`src/rtl/control_multi_fsm_pkg.sv`:
```
// Shared constants for the multicycle RISC-V control unit: state encoding,
// opcodes, ALU operation codes, trap cause codes and the control word layout.
package Parametros;

    localparam logic [3:0] FETCH   = 4'd0;
    localparam logic [3:0] DECODE  = 4'd1;
    localparam logic [3:0] MEMADDR = 4'd2;
    localparam logic [3:0] LOAD    = 4'd3;
    localparam logic [3:0] LOADWB  = 4'd4;
    localparam logic [3:0] STORE   = 4'd5;
    localparam logic [3:0] RTYPE   = 4'd6;
    localparam logic [3:0] ITYPE   = 4'd7;
    localparam logic [3:0] ALUWB   = 4'd8;
    localparam logic [3:0] BRANCH  = 4'd9;
    localparam logic [3:0] JAL     = 4'd10;
    localparam logic [3:0] JALR    = 4'd11;
    localparam logic [3:0] LUI     = 4'd12;
    localparam logic [3:0] CSR     = 4'd13;
    localparam logic [3:0] TRAP    = 4'd14;

    localparam logic [6:0] OPC_LOAD   = 7'b0000011;
    localparam logic [6:0] OPC_STORE  = 7'b0100011;
    localparam logic [6:0] OPC_RTYPE  = 7'b0110011;
    localparam logic [6:0] OPC_ITYPE  = 7'b0010011;
    localparam logic [6:0] OPC_BRANCH = 7'b1100011;
    localparam logic [6:0] OPC_JAL    = 7'b1101111;
    localparam logic [6:0] OPC_JALR   = 7'b1100111;
    localparam logic [6:0] OPC_LUI    = 7'b0110111;
    localparam logic [6:0] OPC_AUIPC  = 7'b0010111;
    localparam logic [6:0] OPC_SYSTEM = 7'b1110011;

    localparam logic [4:0] OPAND  = 5'd0;
    localparam logic [4:0] OPOR   = 5'd1;
    localparam logic [4:0] OPXOR  = 5'd2;
    localparam logic [4:0] OPADD  = 5'd3;
    localparam logic [4:0] OPSUB  = 5'd4;
    localparam logic [4:0] OPSLT  = 5'd5;
    localparam logic [4:0] OPSLTU = 5'd6;
    localparam logic [4:0] OPSLL  = 5'd7;
    localparam logic [4:0] OPSRL  = 5'd8;
    localparam logic [4:0] OPSRA  = 5'd9;

    localparam logic [3:0] CAUSE_NONE        = 4'b0000;
    localparam logic [3:0] CAUSE_ILLEGAL     = 4'b0010;
    localparam logic [3:0] CAUSE_LOAD_MISAL  = 4'b0100;
    localparam logic [3:0] CAUSE_STORE_MISAL = 4'b0110;
    localparam logic [3:0] CAUSE_ECALL       = 4'b1000;

    localparam logic [31:0] INSTR_ECALL = 32'h0000_0073;

    typedef struct packed {
        logic       escreveIR;
        logic       escrevePC;
        logic       escrevePCCond;
        logic       escrevePCBack;
        logic [1:0] origAULA;
        logic [1:0] origBULA;
        logic [1:0] mem2Reg;
        logic [1:0] origPC;
        logic       iouD;
        logic       regWrite;
        logic       memWrite;
        logic       memRead;
        logic [4:0] aluControl;
        logic       regWriteCSR;
        logic       instrucaoCSR;
        logic       writeCSROrFPULA;
        logic       desalinhado;
        logic [3:0] writeUcause;
    } ctrlT;

    // Word accesses need both low bits clear, halfwords only bit 0; bytes never trap.
    function automatic logic misaligned(input logic [2:0] funct3, input logic [1:0] addrLow);
        case (funct3[1:0])
            2'b10:   return addrLow != 2'b00;
            2'b01:   return addrLow[0];
            default: return 1'b0;
        endcase
    endfunction

endpackage

```
`src/rtl/control_multi_fsm_if.sv`:
```
// Control bundle between the multicycle FSM (master) and the datapath (slave).
interface control_multi_fsm_if;
    logic [31:0] iInstr;
    logic [1:0]  iAddrLow;
    logic        oEscreveIR;
    logic        oEscrevePC;
    logic        oEscrevePCCond;
    logic        oEscrevePCBack;
    logic [1:0]  oOrigAULA;
    logic [1:0]  oOrigBULA;
    logic [1:0]  oMem2Reg;
    logic [1:0]  oOrigPC;
    logic        oIouD;
    logic        oRegWrite;
    logic        oMemWrite;
    logic        oMemRead;
    logic [4:0]  oALUControl;
    logic        oRegWriteCSR;
    logic        oInstrucaoCSR;
    logic        oWriteCSROrFPULA;
    logic        oDesalinhado;
    logic [3:0]  oWriteUcause;

    modport master (
        input  iInstr, iAddrLow,
        output oEscreveIR, oEscrevePC, oEscrevePCCond, oEscrevePCBack,
               oOrigAULA, oOrigBULA, oMem2Reg, oOrigPC, oIouD,
               oRegWrite, oMemWrite, oMemRead, oALUControl,
               oRegWriteCSR, oInstrucaoCSR, oWriteCSROrFPULA,
               oDesalinhado, oWriteUcause
    );

    modport slave (
        output iInstr, iAddrLow,
        input  oEscreveIR, oEscrevePC, oEscrevePCCond, oEscrevePCBack,
               oOrigAULA, oOrigBULA, oMem2Reg, oOrigPC, oIouD,
               oRegWrite, oMemWrite, oMemRead, oALUControl,
               oRegWriteCSR, oInstrucaoCSR, oWriteCSROrFPULA,
               oDesalinhado, oWriteUcause
    );
endinterface

```
`src/rtl/control_multi_fsm_alu_op_dec.sv`:
```
// ALU operation decode for R-type and I-type arithmetic, plus the funct7
// legality check that diverts bad encodings to the illegal-instruction trap.
module alu_op_dec
    import Parametros::*;
(
    input  logic [2:0] iFunct3,
    input  logic [6:0] iFunct7,
    input  logic       iIsRType,
    output logic [4:0] oALUOp,
    output logic       oIllegal
);
    logic alt;
    logic funct7Ok;

    assign alt      = iFunct7[5];
    assign funct7Ok = (iFunct7 == 7'b0000000) || (iFunct7 == 7'b0100000);

    always_comb begin
        // NOTE: every output gets a default before the case so no path infers a latch.
        oALUOp   = OPADD;
        oIllegal = 1'b0;
        case (iFunct3)
            3'b000: oALUOp = (iIsRType && alt) ? OPSUB : OPADD;
            3'b001: oALUOp = OPSLL;
            3'b010: oALUOp = OPSLT;
            3'b011: oALUOp = OPSLTU;
            3'b100: oALUOp = OPXOR;
            3'b101: oALUOp = alt ? OPSRA : OPSRL;
            3'b110: oALUOp = OPOR;
            default: oALUOp = OPAND;
        endcase

        // Immediate shifts reuse the funct7 slot; other I-type ops carry immediate bits there.
        if (iIsRType)
            oIllegal = !funct7Ok;
        else if (iFunct3 == 3'b001)
            oIllegal = (iFunct7 != 7'b0000000);
        else if (iFunct3 == 3'b101)
            oIllegal = !funct7Ok;
    end
endmodule

```
`src/rtl/control_multi_fsm.sv`:
```
// Multicycle RISC-V control FSM: Moore decode of state and IR fields into
// datapath strobes, with a one-cycle TRAP state carrying a latched cause.
module control_multi_fsm
    import Parametros::*;
(
    input  logic                 iCLK,
    input  logic                 iRST,
    control_multi_fsm_if.master  bus
);
    logic [3:0] state, nextState;
    logic [3:0] cause, nextCause;
    logic [6:0] opcode;
    logic [2:0] funct3;
    logic [4:0] decOp;
    logic       decIllegal;
    logic       misal;
    ctrlT       ctrl;

    assign opcode = bus.iInstr[6:0];
    assign funct3 = bus.iInstr[14:12];
    assign misal  = misaligned(funct3, bus.iAddrLow);

    alu_op_dec uAluOpDec (
        .iFunct3  (funct3),
        .iFunct7  (bus.iInstr[31:25]),
        .iIsRType (opcode == OPC_RTYPE),
        .oALUOp   (decOp),
        .oIllegal (decIllegal)
    );

    always_ff @(posedge iCLK or posedge iRST) begin
        if (iRST) begin
            state <= FETCH;
            cause <= CAUSE_NONE;
        end else begin
            // NOTE: non-blocking so state and cause both update from pre-edge values.
            state <= nextState;
            cause <= (nextState == TRAP) ? nextCause : CAUSE_NONE;
        end
    end

    always_comb begin
        nextState = FETCH;
        nextCause = CAUSE_NONE;
        case (state)
            FETCH:   nextState = DECODE;
            DECODE: begin
                case (opcode)
                    OPC_LOAD, OPC_STORE: nextState = MEMADDR;
                    OPC_RTYPE, OPC_ITYPE: begin
                        if (decIllegal) begin
                            nextState = TRAP;
                            nextCause = CAUSE_ILLEGAL;
                        end else begin
                            nextState = (opcode == OPC_RTYPE) ? RTYPE : ITYPE;
                        end
                    end
                    OPC_BRANCH: nextState = BRANCH;
                    OPC_JAL:    nextState = JAL;
                    OPC_JALR:   nextState = JALR;
                    OPC_LUI:    nextState = LUI;
                    OPC_AUIPC:  nextState = ALUWB;
                    OPC_SYSTEM: begin
                        if (funct3 != 3'b000) begin
                            nextState = CSR;
                        end else begin
                            nextState = TRAP;
                            nextCause = (bus.iInstr == INSTR_ECALL) ? CAUSE_ECALL : CAUSE_ILLEGAL;
                        end
                    end
                    default: begin
                        nextState = TRAP;
                        nextCause = CAUSE_ILLEGAL;
                    end
                endcase
            end
            MEMADDR: nextState = opcode[5] ? STORE : LOAD;
            LOAD: begin
                nextState = misal ? TRAP : LOADWB;
                nextCause = misal ? CAUSE_LOAD_MISAL : CAUSE_NONE;
            end
            STORE: begin
                nextState = misal ? TRAP : FETCH;
                nextCause = misal ? CAUSE_STORE_MISAL : CAUSE_NONE;
            end
            RTYPE, ITYPE, LUI: nextState = ALUWB;
            default: nextState = FETCH;
        endcase
    end

    always_comb begin
        ctrl = '0;
        case (state)
            FETCH: begin
                ctrl.memRead       = 1'b1;
                ctrl.escreveIR     = 1'b1;
                ctrl.escrevePCBack = 1'b1;
                ctrl.origAULA      = 2'b01;
                ctrl.origBULA      = 2'b01;
                ctrl.aluControl    = OPADD;
                ctrl.escrevePC     = 1'b1;
            end
            DECODE: begin
                ctrl.origAULA   = 2'b10;
                ctrl.origBULA   = 2'b10;
                ctrl.aluControl = OPADD;
            end
            MEMADDR: begin
                ctrl.origBULA   = 2'b10;
                ctrl.aluControl = OPADD;
            end
            // A misaligned access raises no strobe; the trap takes over next cycle.
            LOAD: begin
                ctrl.iouD    = !misal;
                ctrl.memRead = !misal;
            end
            STORE: begin
                ctrl.iouD     = !misal;
                ctrl.memWrite = !misal;
            end
            LOADWB: begin
                ctrl.mem2Reg  = 2'b10;
                ctrl.regWrite = 1'b1;
            end
            RTYPE: ctrl.aluControl = decOp;
            ITYPE: begin
                ctrl.origBULA   = 2'b10;
                ctrl.aluControl = decOp;
            end
            ALUWB: ctrl.regWrite = 1'b1;
            BRANCH: begin
                ctrl.escrevePCCond = 1'b1;
                ctrl.origPC        = 2'b01;
            end
            JAL: begin
                ctrl.mem2Reg   = 2'b01;
                ctrl.regWrite  = 1'b1;
                ctrl.escrevePC = 1'b1;
                ctrl.origPC    = 2'b01;
            end
            JALR: begin
                ctrl.origBULA   = 2'b10;
                ctrl.aluControl = OPADD;
                ctrl.origPC     = 2'b10;
                ctrl.escrevePC  = 1'b1;
                ctrl.mem2Reg    = 2'b01;
                ctrl.regWrite   = 1'b1;
            end
            LUI: begin
                ctrl.origAULA   = 2'b11;
                ctrl.origBULA   = 2'b10;
                ctrl.aluControl = OPADD;
            end
            CSR: begin
                ctrl.instrucaoCSR    = 1'b1;
                ctrl.regWriteCSR     = 1'b1;
                ctrl.writeCSROrFPULA = 1'b1;
                ctrl.regWrite        = 1'b1;
            end
            TRAP: begin
                ctrl.writeUcause = cause;
                ctrl.desalinhado = 1'b1;
                ctrl.escrevePC   = 1'b1;
            end
            default: ctrl = '0;
        endcase
    end

    assign bus.oEscreveIR       = ctrl.escreveIR;
    assign bus.oEscrevePC       = ctrl.escrevePC;
    assign bus.oEscrevePCCond   = ctrl.escrevePCCond;
    assign bus.oEscrevePCBack   = ctrl.escrevePCBack;
    assign bus.oOrigAULA        = ctrl.origAULA;
    assign bus.oOrigBULA        = ctrl.origBULA;
    assign bus.oMem2Reg         = ctrl.mem2Reg;
    assign bus.oOrigPC          = ctrl.origPC;
    assign bus.oIouD            = ctrl.iouD;
    assign bus.oRegWrite        = ctrl.regWrite;
    assign bus.oMemWrite        = ctrl.memWrite;
    assign bus.oMemRead         = ctrl.memRead;
    assign bus.oALUControl      = ctrl.aluControl;
    assign bus.oRegWriteCSR     = ctrl.regWriteCSR;
    assign bus.oInstrucaoCSR    = ctrl.instrucaoCSR;
    assign bus.oWriteCSROrFPULA = ctrl.writeCSROrFPULA;
    assign bus.oDesalinhado     = ctrl.desalinhado;
    assign bus.oWriteUcause     = ctrl.writeUcause;
endmodule

```
`src/flat_wrapper.sv`:
```
// flat-port wrapper written by rule: the top's interface ports become plain ports
module control_multi_fsm_flat import Parametros::*;
  (iCLK, iRST, bus_iInstr, bus_iAddrLow, bus_oEscreveIR, bus_oEscrevePC, bus_oEscrevePCCond, bus_oEscrevePCBack, bus_oOrigAULA, bus_oOrigBULA, bus_oMem2Reg, bus_oOrigPC, bus_oIouD, bus_oRegWrite, bus_oMemWrite, bus_oMemRead, bus_oALUControl, bus_oRegWriteCSR, bus_oInstrucaoCSR, bus_oWriteCSROrFPULA, bus_oDesalinhado, bus_oWriteUcause);
  control_multi_fsm_if bus_i ();
  input  logic iCLK;
  input  logic iRST;
  input wire logic [$bits(bus_i.iInstr)-1:0] bus_iInstr;
  input wire logic [$bits(bus_i.iAddrLow)-1:0] bus_iAddrLow;
  output wire logic [$bits(bus_i.oEscreveIR)-1:0] bus_oEscreveIR;
  output wire logic [$bits(bus_i.oEscrevePC)-1:0] bus_oEscrevePC;
  output wire logic [$bits(bus_i.oEscrevePCCond)-1:0] bus_oEscrevePCCond;
  output wire logic [$bits(bus_i.oEscrevePCBack)-1:0] bus_oEscrevePCBack;
  output wire logic [$bits(bus_i.oOrigAULA)-1:0] bus_oOrigAULA;
  output wire logic [$bits(bus_i.oOrigBULA)-1:0] bus_oOrigBULA;
  output wire logic [$bits(bus_i.oMem2Reg)-1:0] bus_oMem2Reg;
  output wire logic [$bits(bus_i.oOrigPC)-1:0] bus_oOrigPC;
  output wire logic [$bits(bus_i.oIouD)-1:0] bus_oIouD;
  output wire logic [$bits(bus_i.oRegWrite)-1:0] bus_oRegWrite;
  output wire logic [$bits(bus_i.oMemWrite)-1:0] bus_oMemWrite;
  output wire logic [$bits(bus_i.oMemRead)-1:0] bus_oMemRead;
  output wire logic [$bits(bus_i.oALUControl)-1:0] bus_oALUControl;
  output wire logic [$bits(bus_i.oRegWriteCSR)-1:0] bus_oRegWriteCSR;
  output wire logic [$bits(bus_i.oInstrucaoCSR)-1:0] bus_oInstrucaoCSR;
  output wire logic [$bits(bus_i.oWriteCSROrFPULA)-1:0] bus_oWriteCSROrFPULA;
  output wire logic [$bits(bus_i.oDesalinhado)-1:0] bus_oDesalinhado;
  output wire logic [$bits(bus_i.oWriteUcause)-1:0] bus_oWriteUcause;
  assign bus_i.iInstr = bus_iInstr;
  assign bus_i.iAddrLow = bus_iAddrLow;
  assign bus_oEscreveIR = bus_i.oEscreveIR;
  assign bus_oEscrevePC = bus_i.oEscrevePC;
  assign bus_oEscrevePCCond = bus_i.oEscrevePCCond;
  assign bus_oEscrevePCBack = bus_i.oEscrevePCBack;
  assign bus_oOrigAULA = bus_i.oOrigAULA;
  assign bus_oOrigBULA = bus_i.oOrigBULA;
  assign bus_oMem2Reg = bus_i.oMem2Reg;
  assign bus_oOrigPC = bus_i.oOrigPC;
  assign bus_oIouD = bus_i.oIouD;
  assign bus_oRegWrite = bus_i.oRegWrite;
  assign bus_oMemWrite = bus_i.oMemWrite;
  assign bus_oMemRead = bus_i.oMemRead;
  assign bus_oALUControl = bus_i.oALUControl;
  assign bus_oRegWriteCSR = bus_i.oRegWriteCSR;
  assign bus_oInstrucaoCSR = bus_i.oInstrucaoCSR;
  assign bus_oWriteCSROrFPULA = bus_i.oWriteCSROrFPULA;
  assign bus_oDesalinhado = bus_i.oDesalinhado;
  assign bus_oWriteUcause = bus_i.oWriteUcause;
  control_multi_fsm u_core (.iCLK(iCLK), .iRST(iRST), .bus(bus_i));
endmodule
```
`config.mk`:
```
export PLATFORM = sky130hd
export DESIGN_NAME = control_multi_fsm_flat
export DESIGN_NICKNAME = d
export VERILOG_FILES = /design/src/rtl/control_multi_fsm_pkg.sv /design/src/rtl/control_multi_fsm_if.sv /design/src/rtl/control_multi_fsm_alu_op_dec.sv /design/src/rtl/control_multi_fsm.sv /design/src/flat_wrapper.sv
export SDC_FILE = /design/constraint.sdc
export NUM_CORES = 1
export LEC_CHECK = 0
export CAP_MARGIN = 20
export CORE_AREA = 2 2 55 57
export CTS_CLUSTER_DIAMETER = 80
export DETAILED_ROUTE_END_ITERATION = 8
export DIE_AREA = 0 0 57 59
export PLACE_DENSITY = 0.84
export SKIP_CTS_REPAIR_TIMING = 1
export SLEW_MARGIN = 20
export SYNTH_ARGS = -nofsm -noshare
export SYNTH_HDL_FRONTEND = slang
export SYNTH_HIERARCHICAL = 1
export SYNTH_SLANG_ARGS = --single-unit
```
`constraint.sdc`:
```
create_clock -name iCLK -period 4.2 [get_ports iCLK]
set_clock_uncertainty 0.1 [all_clocks]
set_input_delay 0.42 -clock iCLK [delete_from_list [all_inputs] [get_ports iCLK]]
set_output_delay 0.42 -clock iCLK [all_outputs]
set_load 0.01 [all_outputs]
```
==> metrics.yaml, run 1 <==
floorplanning:
  die_area_um2: 3360
  rows: 19
  die_h_um: 59
  io-pin-count: 65
  die_w_um: 57
  start_util: 0.397
  core_area_um2: 2710
placement:
  io_buffers: 62
  dp_hpwl_mm: 2.57
  gp_congestion: 0.868
critical_path:
  worstPathRequired_ps: 3680
  path_delay_family: "buffers and inverters"
  critPathCaptureType: "output pin"
  cp_max_fo: 10
  startpoint_type: "input port"
  path_depth: 8
  slowest_stage: "clkdlybuf4s50_1"
  cp_num_buf_inv: 4
  cpPeakStageDelay_ps: 680
  cp_data_arrival_time_ps: 2800
  r2r_cells: 5
  crit_path_cell_trace: "clkdlybuf4s50_1 > inv_1 > ha_1 > a21boi_1 > inv_1 > nand3_1 > a21oi_1 > clkdlybuf4s50_1"
  path_class: "in2out"
sta:
  relSlewSlack: 0.599
  setup_tns_ps: 0
  fmax_mhz: 301
  period_share: 0.791
  whs_ps: 295
  finalSetupViolations: 0
  tightest_slew_ps: 602
  hold_viol_final: 0
  drv_slew: 0
  rsz0062_at_grt: "no"
  period_minus_slack_ps: 3320
grt:
  antenna_found_initial: 0
  grt_pass1_vias: 1254
  grt_overflow: 0
  gr-usage-all-layers: 0.187
  grt_max_degree: 22
  grt_pass1_wl_mm: 5.08
yosys:
  synth_ff_type: "dfrtp_1"
  synth_nets: 196
  netlist_area_um2: 1070
  ys_seq_elements: 7
  ys_warn_count: 6
  synth-async-reset-ratio: 1.00
  avgSynthCellArea_um2: 6.85
  yosysSeqAreaShare: 0.163
  synthCells: 157
  synth_edf_count: 0
  ys_types: 51
finish:
  n_antenna_cell: 0
  area_growth_pct: 56.5
  fin_util: 0.620
  nets: 248
  final_common_cell: "clkdlybuf4s50_1"
  final_cell_mix: "62 x clkdlybuf4s50_1, 20 x nor2_1, 11 x a21oi_1"
  drive_gt1_frac: 0.0385
clock_network:
  clock_sinks: 7
  h-tree-depth: 1
  cts_buffer_depth: 2
  clockRootBuffer: "clkbuf_4"
  cts_buffers: 3
  clk_latency_ps: 250
  cts_tree: "yes"
  clk_pin_slew_ps: 50
detailed_routing:
  vias_per_cell: 5.71
  drtAntennaViolNets: 0
  drtIter0Drc: 65
  drtPass1Iterations: 4
  wl_mm: 3.23
  drc: 0
  via_count: 1364
  avgRoutedWirePerCell_um: 13.5
pwr:
  swShare: 0.437
  vdd_ir_drop_max_mv: 0.372
  p_sw_w: 0.000323
  power_density_nw_per_um2: 439
  clockPowerShare: 0.080
  seq_power_share: 0.206
  leakage_nw: 0.655
  p_int_w: 0.000416
  p_comb_frac: 0.714
run:
  drv_cap: 0
hold_path:
  hold_class: "in2async"
status:
  outcome: "finished clean"
==> cell usage after synthesis (4+ instances only) <==
cell type	n	area, µm²
nor4_1	5	31.3
and2_1	5	31.3
buf_4	5	37.5
o21ai_0	10	50.1
and3_1	5	31.3
a21oi_1	11	55.1
clkbuf_1	7	26.3
dfrtp_1	7	175
nor2b_1	4	25.0
nor2_1	20	75.1
nor3_1	6	30.0
nand2_1	9	33.8
inv_1	8	30.0
==> sequential cells by signal (all words and copies together) (netlist names) <==
signal	flops
u_core/cause	3
u_core/state	4
==> cell type report <==
class	instances	area [µm²]
Clock buffer	4	26.3
Timing Repair Buffer	62	621
Fill cell	257	1030
Sequential cell	7	175
Inverter	8	30.0
Multi-Input combinational cell	127	791
Tap cell	31	38.8
==> per-layer routing <==
metal  vias to the layer above  global-route usage  share of wire
li1                        666                   -              -
met1                       617               0.204           0.39
met2                        75               0.358           0.51
met3                         6              0.0371          0.088
met4                         0              0.0664          0.014
met5                         -                   0              0
==> worst reg2reg max path: cells and delay by family (launching register included) <==
family,cells,cell delay (ps)
buffers and inverters,1,260
AND/OR/NAND/NOR,4,650
flip-flops,1,650
==> power by group through the flow <==
stage          Combinational (W)   Clock, W  Sequential [W]
3_3_place_gp            0.000516          0        0.000150
3_5_place_dp            0.000527          0        0.000152
6_report                0.000528  0.0000590        0.000152
4_1_cts                 0.000529  0.0000610        0.000151
5_1_grt                 0.000571  0.0000685        0.000160
2_1_floorplan           0.000335          0        0.000103
==> through the flow <==
step | total power [W] | area, µm² | worst slack [ps] | instances
after floorplan | 0.000438 | 1070 | 1970 | 157
after global placement | 0.000666 | 1660 | 1040 | 235
after detailed placement | 0.000679 | 1660 | 947 | 235
after CTS | 0.000741 | 1680 | 946 | 239
after global routing | 0.000799 | 1680 | 682 | 239
final | 0.000739 | 1680 | 878 | 239
==> logic make-up after synthesis <==
group / share of synthesized area
AND/OR/NAND/NOR: 0.423
AO/OA/AOI/OAI: 0.236
buffers and inverters: 0.101
flip-flops: 0.163
adder cells (fa/ha/maj): 0.0349
other: 0.00699
XOR/XNOR: 0.0163
multiplexers: 0.0186
==> final timing paths <==
path                       slack, ps       startpoint         endpoint
setup / recovery                 880   bus_iInstr[12]     bus_oMemRead
hold / removal                   300             iRST  u_core/cause[2]
setup reg to reg                2430  u_core/state[1]  u_core/cause[3]
hold reg to reg                  550  u_core/state[3]  u_core/state[2]
max in group asynchronous       3510             iRST  u_core/cause[1]
min in group iCLK                550  u_core/state[3]  u_core/state[2]
Power figures use the tool's default switching activity.
==> inputs of run 2 (changes only) <==
--- a/config.mk
+++ b/config.mk
@@ -6,11 +6,11 @@
 export NUM_CORES = 1
 export LEC_CHECK = 0
 export CAP_MARGIN = 20
-export CORE_AREA = 2 2 55 57
+export CORE_AREA = 2 2 57 59
 export CTS_CLUSTER_DIAMETER = 80
 export DETAILED_ROUTE_END_ITERATION = 8
-export DIE_AREA = 0 0 57 59
-export PLACE_DENSITY = 0.84
+export DIE_AREA = 0 0 59 61
+export PLACE_DENSITY = 0.78
 export SKIP_CTS_REPAIR_TIMING = 1
 export SLEW_MARGIN = 20
 export SYNTH_ARGS = -nofsm -noshare
==> constraint.sdc (replaced) <==
create_clock -name iCLK -period 3.3 [get_ports iCLK]
set_clock_uncertainty 0.1 [all_clocks]
set_input_delay 0.33 -clock iCLK [delete_from_list [all_inputs] [get_ports iCLK]]
set_output_delay 0.33 -clock iCLK [all_outputs]
set_load 0.01 [all_outputs]
==> run 2 against run 1 <==
Effect of this change: the flow now finishes with violations (DRC); setup slack worse by 640 ps; non-clock buffer count up 3; sequential share of layout area is 0.15 points lower; global-route usage fell by 0.86 points; sequential cell count unchanged; sequential power rose by 27%; core utilization is 4.3 points lower; first-iteration DRC count down 60%; final area is 1.5% higher; critical path depth increased by 1; clock power rose by 27%; register-to-register slack got worse by 870 ps; critical endpoint is now bus_oALUControl[0]; largest power group unchanged.
==> metrics.yaml, run 2 (synthesis results as in run 1) <==
finish:
  final_cell_mix: "62 x clkdlybuf4s50_1, 20 x nor2_1, 11 x a21oi_1"
  largest_register_ffs: 4  # unchanged
  final_common_cell: "clkdlybuf4s50_1"
  fillers: 304  # +18%
  n_antenna_cell: 0  # unchanged
  regMostFlops: "u_core/state"
  register_area_um2: 175  # unchanged
  area_growth_pct: 58.8
  multi_input_area_um2: 791  # unchanged
  reg.largest.list: "u_core/state (4), u_core/cause (3)"
  nets: 251  # +1.2%
  drive_gt1_frac: 0.0521  # +0.0137
  fin_util: 0.578  # -0.0425
placement:
  dp_hpwl_mm: 2.59  # +0.91%
  io_buffers: 62  # unchanged
  gp_congestion: 0.789  # -9.0%
sta:
  fmax_mhz: 326
  period_share: 0.929
  setup_tns_ps: 0  # unchanged
  hold_viol_final: 0  # unchanged
  drv_slew: 0  # unchanged
  relSlewSlack: 0.606  # +0.00709
  finalSetupViolations: 0  # unchanged
  tightest_slew_ps: 591  # -10.6 ps
  rsz0062_at_grt: "no"
  period_minus_slack_ps: 3060
status:
  outcome: "complete, but fails checks"
  violations: "DRC"
run:
  drv_cap: 0  # unchanged
critical_path:
  cp_max_fo: 6  # -4
  startpoint_type: "input port"
  cp_data_arrival_time_ps: 2630  # -170 ps
  critPathCaptureType: "output pin"
  path_class: "in2out"
  slowest_stage: "clkdlybuf4s50_1"
  crit_path_cell_trace: "clkdlybuf4s50_1 > nand4bb_1 > nor3_1 > nand2_1 > nor3_1 > a221oi_1 > a21oi_1 > o21ai_0 > clkdlybuf4s50_1"
  r2r_start: "u_core/state[1]"
  cpPeakStageDelay_ps: 490  # -190 ps
  startpoint: "bus_iInstr[2]"
  worstPathRequired_ps: 2870  # -810 ps
floorplanning:
  io-pin-count: 65  # unchanged
  die_area_um2: 3600  # +7.0%
  die_h_um: 61  # +3.4%
  rows: 20  # +1
  die_w_um: 59  # +3.5%
  start_util: 0.364  # -0.0326
  core_area_um2: 2950  # +9.0%
grt:
  grt_pass1_vias: 1280  # +2.1%
  gr-usage-all-layers: 0.179  # -0.00859
  grt_pass1_wl_mm: 5.08  # unchanged
  grt_overflow: 0  # unchanged
  antenna_found_initial: 0  # unchanged
  grt_max_degree: 22  # unchanged
clock_network:
  cts_buffers: 3  # unchanged
  clockRootBuffer: "clkbuf_4"
  cts_buffer_depth: 2  # unchanged
  clock_sinks: 7  # unchanged
  clk_pin_slew_ps: 50  # about the same
  clk_latency_ps: 250  # about the same
  cts_tree: "yes"
  h-tree-depth: 1  # unchanged
pwr:
  power_density_nw_per_um2: 548  # +25%
  vdd_ir_drop_max_mv: 0.148  # -60%
  leakage_nw: 0.670  # +2.3%
detailed_routing:
  vias_per_cell: 5.50  # -3.6%
  avgRoutedWirePerCell_um: 13.0  # -4.3%
  drtAntennaViolNets: 0  # unchanged
  via_count: 1342  # -1.6%
  drc: 1  # +1
  drtPass1Iterations: 6  # +2
  drtIter0Drc: 26  # -60%
  wl_mm: 3.16  # -2.3%
hold_path:
  hold_class: "in2async"
==> run 2: final timing paths <==
path	to	slack (ps)	depth (start not counted)
worst max register to register	u_core/cause[3]	1560	5
min in group iCLK	u_core/state[2]	560	1
max in group asynchronous	u_core/state[0]	2690	2
worst min-delay path	u_core/state[1]	210	2
worst max-delay path	bus_oALUControl[0]	240	9
worst min register to register	u_core/state[2]	560	1
==> run 2: routing by layer <==
metal,GRT usage,vias to the layer above,routed length [µm]
met5,0,-,0
met4,0.0714,0,45
met3,0.0213,4,261
met2,0.357,65,1620
met1,0.187,603,1230
li1,-,670,-
==> run 2: per-stage QoR <==
| step | power (W) | cells | setup WS [ps] | hold WS [ps] | instance area, µm² |
|---|---|---|---|---|---|
| 3_3_place_gp | 0.000854 | 240 | 347 | 473 | 1680 |
| 6_report | 0.000936 | 244 | 236 | 206 | 1710 |
| 4_1_cts | 0.000943 | 244 | 252 | 215 | 1710 |
| 2_1_floorplan | 0.000557 | 157 | 1160 | 33.4 | 1070 |
| 5_1_grt | 0.00102 | 244 | 64.4 | 240 | 1710 |
| 3_5_place_dp | 0.000865 | 240 | 253 | 477 | 1680 |
==> run 2: critical path: cells and delay by family <==
family | cells | cell delay, ps
buffers and inverters | 2 | 970
and+or+nand+nor | 4 | 1040
AOI/OAI and AO/OA | 3 | 280
==> run 2: area by class of cell <==
type,count,area share
multi-input combinational,127,0.463
timing repair buffer,65,0.377
sequential,7,0.103
tap,33,0.0242
inverter,8,0.0176
clock buffer,4,0.0154
==> run 2: where the power goes <==
group / internal (W) / switching [W]
clock network: 0.0000460 / 0.0000289
logic: 0.000374 / 0.000294
registers: 0.000111 / 0.0000815
total: 0.000532 / 0.000404
